$ cat src/rtl/nibble_serial_add16_pkg.sv
// nibble_serial_add16_pkg -- shared FSM state type and slice/index sizing for the nibble-serial adder.
// Rev 1.0
`default_nettype none

package nibble_serial_add16_pkg;

   localparam int NIB_W        = 4;
   localparam int NIBBLES_DFLT = 4;

   typedef enum logic [1:0] {
      IDLE = 2'd0,
      RUN  = 2'd1,
      DONE = 2'd2
   } state_t;

   // The index register needs at least one bit even for a single-nibble build.
   function automatic int idx_width(input int nibbles);
      return (nibbles > 1) ? $clog2(nibbles) : 1;
   endfunction

   localparam int IDX_W_DFLT = idx_width(NIBBLES_DFLT);

endpackage

`default_nettype wire

$ cat src/rtl/nibble_add4.sv
// nibble_add4 -- 4-bit ripple slice adder exposing the carry into bit 3 for overflow detection.
// Rev 1.0
`default_nettype none

module nibble_add4
   import nibble_serial_add16_pkg::*;
(
   input  logic [NIB_W-1:0] x,
   input  logic [NIB_W-1:0] y,
   input  logic             ci,
   output logic [NIB_W-1:0] s,
   output logic             co,
   output logic             c3
);

   logic [3:0] low;
   logic [1:0] top;

   // Split at bit 3 so the carry into the MSB of the slice is directly visible.
   assign low = {1'b0, x[2:0]} + {1'b0, y[2:0]} + {3'b000, ci};
   assign c3  = low[3];
   assign top = {1'b0, x[3]} + {1'b0, y[3]} + {1'b0, c3};
   assign s   = {top[0], low[2:0]};
   assign co  = top[1];

endmodule

`default_nettype wire

$ cat src/rtl/nibble_serial_add16.sv
// nibble_serial_add16 -- adds two W-bit operands one nibble per cycle through a single shared slice adder.
// Rev 1.0
`default_nettype none

module nibble_serial_add16
   import nibble_serial_add16_pkg::*;
#(
   parameter int NIBBLES = 4
) (
   input  logic                     clk1,
   input  logic                     rst1,
   input  logic                     in_valid,
   output logic                     in_ready,
   input  logic [NIB_W*NIBBLES-1:0] a,
   input  logic [NIB_W*NIBBLES-1:0] b,
   input  logic                     cin,
   output logic                     out_valid,
   input  logic                     out_ready,
   output logic [NIB_W*NIBBLES-1:0] sum,
   output logic                     cout,
   output logic                     ovf,
   output logic                     busy
);

   localparam int             W        = NIB_W * NIBBLES;
   localparam int             IW       = idx_width(NIBBLES);
   localparam logic [IW-1:0]  LAST_IDX = IW'(NIBBLES - 1);

   state_t          state;
   logic [IW-1:0]   idx;
   logic [W-1:0]    op_a;
   logic [W-1:0]    op_b;
   logic            carry;
   logic [W-1:0]    sum_q;
   logic            cout_q;
   logic            ovf_q;
   logic            in_ready_q;
   logic            out_valid_q;
   logic            busy_q;

   logic [NIB_W-1:0] nib_x;
   logic [NIB_W-1:0] nib_y;
   logic [NIB_W-1:0] add_s;
   logic             add_co;
   logic             add_c3;

   assign nib_x = op_a[NIB_W*idx +: NIB_W];
   assign nib_y = op_b[NIB_W*idx +: NIB_W];

   nibble_add4 u_add (
      .x  (nib_x),
      .y  (nib_y),
      .ci (carry),
      .s  (add_s),
      .co (add_co),
      .c3 (add_c3)
   );

   // Handshake flags are registered alongside the state so no input reaches an output combinationally.
   always_ff @(posedge clk1) begin
      if (rst1) begin
         state       <= IDLE;
         idx         <= '0;
         op_a        <= '0;
         op_b        <= '0;
         carry       <= 1'b0;
         sum_q       <= '0;
         cout_q      <= 1'b0;
         ovf_q       <= 1'b0;
         in_ready_q  <= 1'b1;
         out_valid_q <= 1'b0;
         busy_q      <= 1'b0;
      end else begin
         case (state)
            IDLE: begin
               if (in_valid) begin
                  op_a       <= a;
                  op_b       <= b;
                  carry      <= cin;
                  idx        <= '0;
                  state      <= RUN;
                  in_ready_q <= 1'b0;
                  busy_q     <= 1'b1;
               end
            end
            RUN: begin
               sum_q[NIB_W*idx +: NIB_W] <= add_s;
               carry                     <= add_co;
               if (idx == LAST_IDX) begin
                  cout_q      <= add_co;
                  ovf_q       <= add_c3 ^ add_co;
                  idx         <= '0;
                  state       <= DONE;
                  out_valid_q <= 1'b1;
               end else begin
                  idx <= idx + 1'b1;
               end
            end
            DONE: begin
               // Return to IDLE only; the next accept waits for the following edge.
               if (out_ready) begin
                  state       <= IDLE;
                  out_valid_q <= 1'b0;
                  busy_q      <= 1'b0;
                  in_ready_q  <= 1'b1;
               end
            end
            default: begin
               state       <= IDLE;
               idx         <= '0;
               out_valid_q <= 1'b0;
               busy_q      <= 1'b0;
               in_ready_q  <= 1'b1;
            end
         endcase
      end
   end

   assign in_ready  = in_ready_q;
   assign out_valid = out_valid_q;
   assign busy      = busy_q;
   assign sum       = sum_q;
   assign cout      = cout_q;
   assign ovf       = ovf_q;

endmodule

`default_nettype wire

$ cat config.mk
export PLATFORM = sky130hd
export DESIGN_NAME = nibble_serial_add16
export DESIGN_NICKNAME = d
export VERILOG_FILES = /design/src/rtl/nibble_serial_add16_pkg.sv /design/src/rtl/nibble_add4.sv /design/src/rtl/nibble_serial_add16.sv
export SDC_FILE = /design/constraint.sdc
export NUM_CORES = 1
export LEC_CHECK = 0
export BUFFER_PORTS_ARGS = -buffer_cell sky130_fd_sc_hd__buf_2
export CAP_MARGIN = 25
export CORE_MARGIN = 2
export CORE_UTILIZATION = 58
export DETAILED_ROUTE_END_ITERATION = 10
export PLACE_DENSITY = 0.84
export REMOVE_ABC_BUFFERS = 1
export SLEW_MARGIN = 20
export SYNTH_ARGS = -nofsm -noshare
export SYNTH_HDL_FRONTEND = slang
export SYNTH_SLANG_ARGS = --single-unit
$ cat constraint.sdc
create_clock -name clk1 -period 6.28 [get_ports clk1]
set_clock_uncertainty 0.1 [all_clocks]
set_input_delay 0.628 -clock clk1 [delete_from_list [all_inputs] [get_ports clk1]]
set_output_delay 0.628 -clock clk1 [all_outputs]
set_load 0.005 [all_outputs]
---- Word-level counts from Yosys, hierarchy flattened ----
Index checks and enable logic that the tools add are counted.
Widths: inputs -> output; s select.
storage, ports and cells
  logic and storage cells ................. 58
  output and inout bits ................... 21
  bits of input ports ..................... 37
  register bits ........................... 58
cells by class
  bitwise logic cells ..................... 4
  add/sub/neg operators ................... 6
  reductions and logical operators ........ 9
  shift operators ......................... 4
  equal/unequal tests ..................... 6
  muxes and demuxes ....................... 18
operators by type and width
  operator                 number
  $neg 4->34               1
  $shift 4x34->16 const A  1
  $shiftx 4x34->16         1
  $shiftx 16x5->4          2
  $bwmux 16                1
  $pmux 2 s3               2
  $mux 2                   5
  $pmux 1 s3               3
  $reduce_and 3->1         3
  $reduce_and 2->1         4
  $mux 1                   6
  $ne 2x2->1 const B       3
  $add 3x3->4              1
  $add 4x1->4              1
  $eq 2x2->1 const B       2
  $not 1->1                3
  $add 1x1->2              1
  $add 2x1->2              1
  $add 2x1->2 const B      1
  $eq 2x1->1 const B       1
  $logic_not 2->1          1
  $pmux 1 s2               1
  $reduce_bool 2->1        1
  $xor 1x1->1              1

---- Longest topological paths before layout ----
Gate-level depths: netlist of the first run.
  word-level depth ........................ 6
  depth in mapped cells ................... 9

---- By module ----
Synthesis of the first run repeated with hierarchy kept, for this count alone.
unflattened totals
  cell total of the unflattened synthesis .. 263
  area, all modules ....................... 2632.5 um^2
by module, submodules not included
  module               instances  sequential area each (um^2)  cells each  area an instance (um^2)
  nibble_serial_add16  1          1161.1                       242         2476.1
  nibble_add4          1          0.0                          21          156.4

---- Worst setup path before layout of the first run ----
No wires, ideal clock.
  path type ............................... reg-to-reg
  from .................................... register idx[1]
  to ...................................... register sum_q[11] (netlist: sum[11])
  period minus slack after synthesis ...... 2.825 ns
  data required time ...................... 6.110 ns
  stages on the path, launching flop included .. 10
  path slack .............................. 3.455 ns
  buffers on the path ..................... 1
  arrival ................................. 2.655 ns
  setup time .............................. 0.070 ns
  path through ............................ dfxtp_1 -> buf_2 -> mux4_2 -> fa_1 -> a21o_1 -> a21oi_1 -> fa_1 -> inv_1 -> nand4_1 -> a21oi_1
on the way
  word-level cells in the longest chain between the ends .. 6
RTL lines
  item                                RTL line                                              source
  from (decl)                         nibble_serial_add16.sv:30                             logic [IW-1:0] idx;
  from (signal assigned)              nibble_serial_add16.sv:96                             idx <= idx + 1'b1;
  $shiftx 16x5->4 (on tied branches)  nibble_serial_add16.sv:47, nibble_serial_add16.sv:48
  $add 3x3->4                         nibble_add4.sv:20                                     assign low = {1'b0, x[2:0]} + {1'b0, y[2:0]} + {3'b000, ci};
  $add 4x1->4                         nibble_add4.sv:20
  $add 2x1->2                         nibble_add4.sv:22                                     assign top = {1'b0, x[3]} + {1'b0, y[3]} + {1'b0, c3};
  $shiftx 4x34->16                    nibble_serial_add16.sv:87                             sum_q[NIB_W*idx +: NIB_W] <= add_s;
  $bwmux 16 (*)                       nibble_serial_add16.sv:87
  to (signal, indexed assignment)     nibble_serial_add16.sv:87
  to (decl)                           nibble_serial_add16.sv:34                             logic [W-1:0] sum_q;
Mark *: on every way between the ends. The rest lies on a longest branch, timed or not.
A chain may end at the register's enable or synchronous reset.

---- Worst setup path after layout of the first run ----
  from .................................... register idx[0]
  to ...................................... register sum_q[11] (netlist: sum[11])
Same word-level chain as after synthesis.

==> metrics, run 1 <==
class of the most critical setup path flop to flop; Setup violations, final 0; crit share post-route 51.2%; crit path buf inv count 1; terminating pin of the worst hold path op_b[12]; register clock-pin slew on the reported worst setup and hold paths ~0.060 ns; CP Cell Sequence mux4_2, fa_1, a21o_1, a21oi_1, fa_1, inv_1, nand4_1, a21oi_1; max-slew violation count 0; unrepaired setup endpoints after global routing false; Yosys top cell area share 43.5%; half-perimeter wire length after placement 3740 µm; clock tree from TritonCTS yes; fraction of final layout cells sized beyond drive strength 1 between 20% and 30%; antenna viol nets, final 0; mux cell area share after synthesis 7.32%; CTS Hold Buffers Added 0; number of resized instances in the post-cts repair step 0; # Post-CTS Setup Buffers 0; H-tree levels 3; placed cell area 2860 µm²; gate family responsible for the most delay along the worst path adder cells; logic depth of the worst setup path including buffers 8; cell taking the most area after synthesis dfxtp_1; post-synthesis share of cell area spent on and, or, nand and nor gates 20.2%; total standard cell area after synthesis 2670 µm²; Overflow after GRT 0; R2R Path Start idx[0]; worst stage delay on the critical path 0.80 ns; layout overhead on the synthesized area 15.2%; arrival time of the worst setup path roughly 3.4 ns; global router's overall resource usage between 20% and 30%; number of max-cap violations 0; final setup TNS 0 ns; Min-Delay Path Class flop to flop; Lkg Pwr 1.30 nW; detailed-route via count 2242; number of cells on the worst reg-to-reg path 8; CP Max Fanout 17; Fillers about 360; DIE AREA ~5200 µm²; Iteration-0 DRC Markers ~150; xor-xnor portion of the synthesized cell area 0.328%; total clock buffers created by CTS 9; clock root buffer clkbuf_8; sequential area share after synthesis 43.5%; PD cells 264 nW/µm²; vias in the first global route roughly 2100; capturing element type of the critical path flop; Cell variety after synth 40; total DRC errors in the routed layout 0; routed length per placed instance 14.0 µm; post-DR vias/cell 5.63; Synth Area in Compound Gates approximately 15%; highest ir drop seen on vdd 161 µV; top cells by area, synth dfxtp_1 44%, nand2_1 9.7%, a21oi_1 8.3%; crit path launch type flop; syn_area_per_cell 9.14 µm²; minimum clock period 3.22 ns; row cnt 24; port bufs 57; Routed WL roughly 5600 µm; number of antenna violations at the first check in global routing 0; data required time of the critical path 6.46 ns; outcome finished, final reports clean; Clock Tree Buf Depth 2; number of nets in the finished design 389; Core ar. ~4400 µm²; Tightest Pin Transition roughly 1.0 ns; capture instance of the worst register-to-register path sum[11]; total iterations of the first detailed-routing run 5; final count of hold timing violations 0; initial core utilization 60.8%; fraction of the mapped netlist area in adder cells around 6%; combinational family with the most area after synthesis simple AND/OR/NAND/NOR gates; register-to-register path setup slack 3.06 ns; Final Cell Area 3070 µm²; count of boundary I/O pins 58; pin count of the biggest net entering global routing 59; insertion delay of the later-clocked pin in the worst-skew pair 0.34 ns; instance count along the most critical hold path 2; Critical Path Slowest Stage Cell dfxtp_1; vertical die dimension 71.8 µm; number of warnings issued by yosys 0; tightest slew margin relative to the limit 32.7%; number of instances in the synthesized netlist 292; Horiz. Die Dim 71.8 µm; global placement routability congestion between 0.7 and 0.8; Hold Startpoint op_b[12]; clock sinks 58; post-synthesis sequential element count 58; antenna diode count 0; global-route wire length before repair between 9000 and 10000 µm; top achievable clock speed 311 MHz
-- where the power goes --
part	internal (mW)	switching, mW	total (mW)
Combinational	0.0432	0.0549	0.0980
Clock	0.174	0.140	0.314
Sequential	0.385	0.0152	0.400
Total	0.603	0.210	0.813
-- cell usage after synthesis (all sizes together) --
cell type and n:
nand2 70, dfxtp 58, a21oi 44, nor2 18
buf 14, a32oi 12, inv 11, ha 8
mux4 8, clkbuf 7, nand3b 4, nand4 4
and3b 3, fa 3, nor3b 3, a21o 2
a31oi 2, nand2b 2, nor2b 2, a2111oi 1
a211oi 1, a22oi 1, a2bb2oi 1, and4b 1
and4bb 1, mux2 1, nand3 1, nand4b 1
nor3 1, nor4 1, nor4b 1, o21a 1
o21ai 1, o21bai 1, or3b 1, xnor2 1
-- worst max path at each step --
stage	from	endpoint	slack [ns]
2_1_floorplan	idx[0]	sum[11]	3.38
3_5_place_dp	idx[0]	sum[11]	3.03
3_3_place_gp	idx[0]	sum[11]	3.12
5_1_grt	idx[0]	sum[11]	2.85
6_report	idx[0]	sum[11]	3.06
4_1_cts	idx[0]	ovf	3.02
-- stage by stage --
step	setup slack (ns)	std cells	total power [mW]	hold slack [ns]	utilization (%)
2_1_floorplan	3.38	271	0.464	0.327	-
3_3_place_gp	3.12	380	0.499	0.340	65.2
3_5_place_dp	3.03	380	0.503	0.346	65.2
4_1_cts	3.02	396	0.819	0.355	69.4
5_1_grt	2.85	398	0.848	0.371	70.1
6_report	3.06	398	0.813	0.354	70.1
-- sequential cells by signal (all words and copies together), names as in the netlist --
register	cells
out_valid	1
idx	2
op_a	16
carry	1
ovf	1
cout	1
busy	1
in_ready	1
state	2
op_b	16
sum	16
-- metal layers --
layer | track usage [%] | vias up | routed length (µm) | share of wire [%]
met5 | 0 | - | 0 | 0
met4 | 10.5 | 0 | 114 | 2.0
met3 | 7.31 | 11 | 315 | 5.6
met2 | 37.0 | 72 | 2720 | 49
met1 | 29.0 | 1049 | 2430 | 44
li1 | - | 1110 | - | -
-- cell families (layout without fill, tap and decap cells) --
family	Yosys count	count (layout)
buffers and inverters	32	86
adder cells (fa/ha/maj)	11	11
multiplexers	9	9
AO/OA/AOI/OAI	67	67
flip-flops	58	58
XOR/XNOR	1	1
AND/OR/NAND/NOR	114	114
-- worst register-to-register path, stage by stage, from the launching register on --
cell,delay (ns)
dfxtp_1,0.80
mux4_2,0.60
fa_1,0.43
a21o_1,0.21
a21oi_1,0.21
fa_1,0.44
inv_1,0.13
nand4_1,0.11
a21oi_1,0.13
-- area by class of cell --
class	instances	area, µm²	share of cell area (%)
Tap cell	52	65.1	2.12
Clock inverter	2	10.0	0.326
Inverter	11	41.3	1.34
Sequential cell	58	1160	37.8
Timing Repair Buffer	59	317	10.3
Clock buffer	14	173	5.62
Multi-Input combinational cell	202	1310	42.5
-- cells in the final DEF, fill, tap and decap left out, types with 2 or more instances in the layout --
| master | n |
|---|---|
| nand2b_1 | 2 |
| clkbuf_1 | 2 |
| clkbuf_8 | 12 |
| a31oi_1 | 2 |
| a32oi_1 | 12 |
| mux4_2 | 8 |
| nor2_1 | 18 |
| dfxtp_1 | 58 |
| buf_2 | 57 |
| nor2b_1 | 2 |
| nand4_1 | 4 |
| nand2_1 | 69 |
| and3b_1 | 3 |
| inv_1 | 11 |
| nor3b_1 | 2 |
| clkinv_2 | 2 |
| fa_1 | 3 |
| a21o_1 | 2 |
| ha_1 | 8 |
| nand3b_1 | 4 |
| a21oi_1 | 44 |
(Power assumes the default switching activity.)
==> run 2: changes to the inputs <==
Settings changed: ABC_AREA set to 1, CORE_UTILIZATION 58 to 53, PLACE_DENSITY 0.84 to 0.78.
Clock period 6.28 ns to 3.1 ns, I/O delays scaled along.
==> metrics, run 2 <==
Iteration-0 DRC Markers 105 (-32%); total standard cell area after synthesis 2610 µm² (-2.3%); clock root buffer clkbuf_8; Horiz. Die Dim 74.1 µm (+3.2%); Fillers 438 (+21%); Setup violations, final 0 (unchanged); CP Max Fanout 15 (-2); global router's overall resource usage 22.9% (-0.32 points); highest ir drop seen on vdd 352 µV (+120%); max-slew violation count 0 (unchanged); global placement routability congestion 0.838 (+12%); Hold Startpoint b[15]; data required time of the critical path 3.27 ns (-3.19 ns); CTS Hold Buffers Added 0 (unchanged); antenna viol nets, final 0 (unchanged); Cell variety after synth 25 (-38%); initial core utilization 55.2% (-5.6 points); clock sinks 58 (unchanged); register-to-register path setup slack 0.42 ns (-2.64 ns); total clock buffers created by CTS 9 (unchanged); arrival time of the worst setup path 2.85 ns (-0.55 ns); R2R Path Start idx[1]; count of boundary I/O pins 58 (unchanged); capturing element type of the critical path flop; top cells by area, synth dfxtp_1 45%, nor2_1 13%, o21ai_0 8.1%; Clock Tree Buf Depth 2 (unchanged); Yosys top cell area share 44.5% (+1.0 points); minimum clock period 2.68 ns (-0.535 ns); crit share post-route 86.5% (+35 points); syn_area_per_cell 7.45 µm² (-18%); pin count of the biggest net entering global routing 37 (-37%); Final Cell Area 3100 µm² (+0.73%); crit path launch type flop; Design Power 1.71 mW (+110%); number of nets in the finished design 454 (+17%); terminating pin of the worst hold path op_b[15]; vias in the first global route 2268 (+9.2%); detailed-route via count 2406 (+7.3%); instance count along the most critical hold path 3 (+1); number of resized instances in the post-cts repair step 0 (unchanged); area of the multi-input gates 1260 µm² (-3.3%); H-tree levels 3 (unchanged); footprint of the flip-flops and latches 1160 µm² (unchanged); number of max-cap violations 0 (unchanged); antenna diode count 0 (unchanged); tightest slew margin relative to the limit 43.0% (+10 points); placed cell area 2910 µm² (+1.9%); vertical die dimension 74.1 µm (+3.2%); unrepaired setup endpoints after global routing false; final count of hold timing violations 0 (unchanged); row cnt 25 (+4.2%); fraction of final layout cells sized beyond drive strength 1 20.2% (-4.4 points); Routed WL 5510 µm (-1.4%); most used cells in the layout excluding fill and tap cells 89 x nor2_1, 58 x dfxtp_1, 57 x buf_2, 54 x nand2_1, 42 x o21ai_0; number of warnings issued by yosys 0 (unchanged); cell taking the most area after synthesis dfxtp_1; final setup TNS 0 ns (unchanged); Overflow after GRT 0 (unchanged); # Post-CTS Setup Buffers 0 (unchanged); total DRC errors in the routed layout 0 (unchanged); worst stage delay on the critical path 0.45 ns (-0.35 ns); Post-Route Hold Slack 0.123 ns (-0.231 ns); total iterations of the first detailed-routing run 4 (-1); clock tree from TritonCTS yes; Core ar. 4720 µm² (+7.7%); class of the most critical setup path flop to flop; sequential area share after synthesis 44.5% (+1.0 points); most used flip-flop cell after synthesis dfxtp_1; most frequent cell after synthesis nor2_1; outcome finished, final reports clean; top achievable clock speed 373 MHz (+20%); number of instances in the synthesized netlist 350 (+20%); insertion delay of the later-clocked pin in the worst-skew pair 0.33 ns (about the same); final cell utilization of the core 65.6% (-4.6 points); register clock-pin slew on the reported worst setup and hold paths 0.06 ns (about the same); capture instance of the worst register-to-register path sum[7]; half-perimeter wire length after placement 3880 µm (+3.8%); DIE AREA 5500 µm² (+6.6%); Min-Delay Path Class input pin to flop; post-synthesis sequential element count 58 (unchanged); CP Cell Sequence inv_1, o21ai_0, o22ai_1, ha_1, nand2_1, nand2_1, nor2_1, fa_1, inv_1, nand2_1, nor2_1, a22oi_1, nor2_1; routed length per placed instance 11.5 µm (-18%); number of antenna violations at the first check in global routing 0 (unchanged); layout overhead on the synthesized area 18.8%; port bufs 57 (unchanged); most common library cell in the layout ignoring fill and taps nor2_1; Tightest Pin Transition 0.855 ns (-0.155 ns); number of cells on the worst reg-to-reg path 13 (+5); share of async-settable or async-resettable flops after synthesis 0% (unchanged); global-route wire length before repair 9570 µm (+3.8%); PD cells 552 nW/µm² (+110%); number of synthesized flops with an enable pin 0 (unchanged); Critical Path Slowest Stage Cell fa_1; leading post-synthesis cells by instance count 89 x nor2_1, 58 x dfxtp_1, 54 x nand2_1; Lkg Pwr 1.41 nW (+8.7%); post-DR vias/cell 5.03 (-11%)
run 2: cell types whose count changed in the layout (fill, tap and decap cells not counted), sizes merged, moves of 8 or more:
cell and delta:
inv +13, o21ai +41, a32oi -10, a21oi -22, nand3 +12, mux4 -8
nand2 -15, nor2 +74
run 2: cell families after synthesis:
family / Yosys count / synth area share [%]
flip-flops: 58 / 44.5
buffers and inverters: 40 / 7.01
adder cells (fa/ha/maj): 11 / 6.14
AND/OR/NAND/NOR: 160 / 25.1
AO/OA/AOI/OAI: 81 / 17.2
run 2: routing by layer:
| metal | vias to the layer above | global-route usage, % | routed length [µm] |
|---|---|---|---|
| li1 | 1253 | - | - |
| met1 | 1065 | 27.0 | 2470 |
| met2 | 73 | 39.1 | 2580 |
| met3 | 15 | 4.88 | 315 |
| met4 | 0 | 12.3 | 144 |
| met5 | - | 0 | 0 |
run 2: layout make-up:
| class | instances | area share [%] |
|---|---|---|
| Clock buffer | 14 | 5.58 |
| Clock inverter | 2 | 0.323 |
| Inverter | 24 | 2.91 |
| Multi-Input combinational cell | 252 | 40.8 |
| Sequential cell | 58 | 37.5 |
| Tap cell | 67 | 2.71 |
| Timing Repair Buffer | 61 | 10.2 |
run 2: critical path, delay by kind of cell, from the launching register on:
family | cells | cell delay, ns
AO/OA/AOI/OAI | 3 | 0.39
adder cells (fa/ha/maj) | 2 | 0.75
buffers and inverters | 2 | 0.42
flip-flops | 1 | 0.31
AND/OR/NAND/NOR | 6 | 0.63
run 2: how the worst max path moves through the flow:
stage,slack [ns],to,from
floorplan,0.06,sum[7],idx[0]
global placement,0.53,sum[7],idx[1]
detailed placement,0.43,sum[7],idx[1]
CTS,0.38,sum[7],idx[1]
global route,0.04,sum[15],idx[0]
finish,0.42,sum[7],idx[1]
run 2: where the power goes:
group	switching, mW	total [mW]	internal (mW)
combinational	0.160	0.259	0.0993
clock	0.279	0.633	0.353
sequential	0.0262	0.818	0.792
total	0.466	1.71	1.24
run 2: metrics by stage:
step                instances  setup slack, ns
detailed placement        462            0.429
global placement          462            0.533
global route              478           0.0364
finish                    478            0.419
CTS                       478            0.383
floorplan                 334           0.0575
==> run 3: changes to the inputs <==
Settings changed: CELL_PAD_IN_SITES_DETAIL_PLACEMENT set to 0, CELL_PAD_IN_SITES_GLOBAL_PLACEMENT set to 1, CORE_UTILIZATION 53 to 38, PLACE_DENSITY 0.78 to not set, PLACE_DENSITY_LB_ADDON set to 0.1.
==> metrics, run 3 (synthesis gave the netlist of run 2 again) <==
Lkg Pwr 1.42 nW (+0.75%); Critical Path Slowest Stage Cell fa_1; Overflow after GRT 0 (unchanged); gate family responsible for the most delay along the worst path adder cells; vertical die dimension 86.8 µm (+17%); global placement routability congestion 0.804 (-4.1%); crit share post-route 89.7% (+3.2 points); number of nets in the finished design 456 (+0.44%); Design Power 1.78 mW (+4.0%); most used cells in the layout excluding fill and tap cells 89 x nor2_1, 57 x dfxtp_1, 57 x buf_2, 54 x nand2_1, 42 x o21ai_0; register clock-pin slew on the reported worst setup and hold paths 0.07 ns (about the same); fraction of final layout cells sized beyond drive strength 1 20.8% (+0.63 points); layout overhead on the synthesized area 20.7%; PD cells 565 nW/µm² (+2.3%); Min-Delay Path Class input pin to flop; minimum clock period 2.78 ns (+0.101 ns); arrival time of the worst setup path 2.95 ns (+0.10 ns); most prevalent standard cell on the critical path nor2_1; max-slew violation count 0 (unchanged); insertion delay of the later-clocked pin in the worst-skew pair 0.34 ns (about the same); pin count of the biggest net entering global routing 37 (unchanged); Hold Startpoint b[3]; total DRC errors in the routed layout 0 (unchanged); CP Cell Sequence inv_1, buf_4, nand2_1, a32oi_1, ha_1, nand2_1, nor2_1, nor2_1, fa_1, inv_1, nand2_1, nor2_1, a22oi_1, nor2_1; register-to-register path setup slack 0.32 ns (-0.10 ns); instance count along the most critical hold path 3 (unchanged); unrepaired setup endpoints after global routing false; class of the most critical setup path flop to flop; port bufs 57 (unchanged); antenna diode count 0 (unchanged); outcome finished, final reports clean; total clock buffers created by CTS 9 (unchanged); capture instance of the worst register-to-register path sum[7]; routed length per placed instance 12.1 µm (+5.4%); global-route wire length before repair 9830 µm (+2.7%); total iterations of the first detailed-routing run 4 (unchanged); worst stage delay on the critical path 0.44 ns (about the same); Routed WL 5990 µm (+8.7%); Horiz. Die Dim 86.8 µm (+17%); CP Max Fanout 11 (-4); number of cells in the finished layout apart from fillers 493 (+3.1%); slack of the critical path 0.318 ns (-0.101 ns); detailed-route via count 2383 (-0.96%); Core ar. 6720 µm² (+42%); DIE AREA 7540 µm² (+37%); row cnt 30 (+20%); number of antenna violations at the first check in global routing 0 (unchanged); number of max-cap violations 0 (unchanged); R2R Path Start idx[0]; clock tree from TritonCTS yes; worst slack at placement 0.229 ns (-0.200 ns); tightest slew margin relative to the limit 44.3% (+1.3 points); number of cells on the worst reg-to-reg path 14 (+1); final setup TNS 0 ns (unchanged); clock root buffer clkbuf_8; highest ir drop seen on vdd 265 µV (-24%); Iteration-0 DRC Markers 110 (+4.8%); antenna viol nets, final 0 (unchanged); data required time of the critical path 3.27 ns (about the same); global router's overall resource usage 16.9% (-6.1 points); terminating pin of the worst hold path op_b[3]; clock sinks 58 (unchanged); crit path launch type flop; crit path buf inv count 3 (+1); Tightest Pin Transition 0.835 ns (-0.0196 ns); count of boundary I/O pins 58 (unchanged); vias in the first global route 2131 (-6.0%); final count of hold timing violations 0 (unchanged); post-DR vias/cell 4.83 (-4.0%); half-perimeter wire length after placement 4300 µm (+11%); top achievable clock speed 359 MHz (-3.6%); most common library cell in the layout ignoring fill and taps nor2_1; initial core utilization 38.8% (-16 points); Setup violations, final 0 (unchanged); H-tree levels 3 (unchanged); capturing element type of the critical path flop; placed cell count 474 (+2.6%); Clock Tree Buf Depth 2 (unchanged)
[run 3: cell count changes in the layout (fill, tap and decap cells not counted)]
cell,change
buf_4,+2
bufinv_16,+1
clkbuf_1,+1
clkbuf_8,-1
clkinv_2,-1
clkinvlp_4,+1
dfxtp_1,-1
dfxtp_2,+1
inv_1,-1
[run 3: worst max-delay path by stage]
stage | start | to | slack, ns | cells after the start
after floorplan | idx[0] | sum[7] | 0.06 | 13
after global placement | idx[1] | sum[7] | 0.35 | 13
after detailed placement | idx[1] | sum[7] | 0.23 | 13
after CTS | idx[1] | sum[7] | 0.21 | 13
after global routing | idx[0] | sum[7] | 0.07 | 14
final | idx[0] | sum[7] | 0.32 | 14
[run 3: area by class of cell]
cell class | instances | area, µm²
clock buffers | 14 | 163
clock inverters | 2 | 35.0
fillers | 721 | 3570
inverters | 24 | 93.8
multi-input cells | 252 | 1260
flip-flops and latches | 58 | 1160
well taps | 80 | 100
repair buffers | 63 | 330
[run 3: power by group]
part	switching [mW]	internal [mW]	total [mW]	leakage (nW)
sequential	0.0275	0.792	0.819	0.477
combinational	0.164	0.100	0.264	0.841
clock	0.280	0.415	0.695	0.101
[run 3: what timing repair did]
action / CTS / global route
setup buffers: 0 / 3
setup endpoints to repair: 0 / 2
endpoints found under the hold margin: 0 / 0
gates resized for setup: 0 / 2
hold buffers: 0 / 0
[run 3: per-layer routing]
metal / part of all wire [%] / up-vias / GRT usage, %
li1: - / 1263 / -
met1: 46 / 1065 / 20.5
met2: 48 / 48 / 27.8
met3: 4.5 / 7 / 5.14
met4: 1.3 / 0 / 6.82
met5: 0 / - / 0
[run 3: metrics by stage]
step	hold slack (ns)	utilization, %	instance area (µm²)
3_3_place_gp	0.343	43.5	2920
6_report	0.113	46.9	3150
4_1_cts	0.103	46.4	3120
2_1_floorplan	0.279	-	2510
3_5_place_dp	0.347	43.5	2920
5_1_grt	0.121	46.9	3150
[run 3: worst reg2reg max path, stage by stage (launching register included)]
cell	delay, ns
dfxtp_1	0.31
inv_1	0.24
buf_4	0.24
nand2_1	0.07
a32oi_1	0.24
ha_1	0.29
nand2_1	0.07
nor2_1	0.04
nor2_1	0.17
fa_1	0.44
inv_1	0.10
nand2_1	0.06
nor2_1	0.14
a22oi_1	0.09
nor2_1	0.11
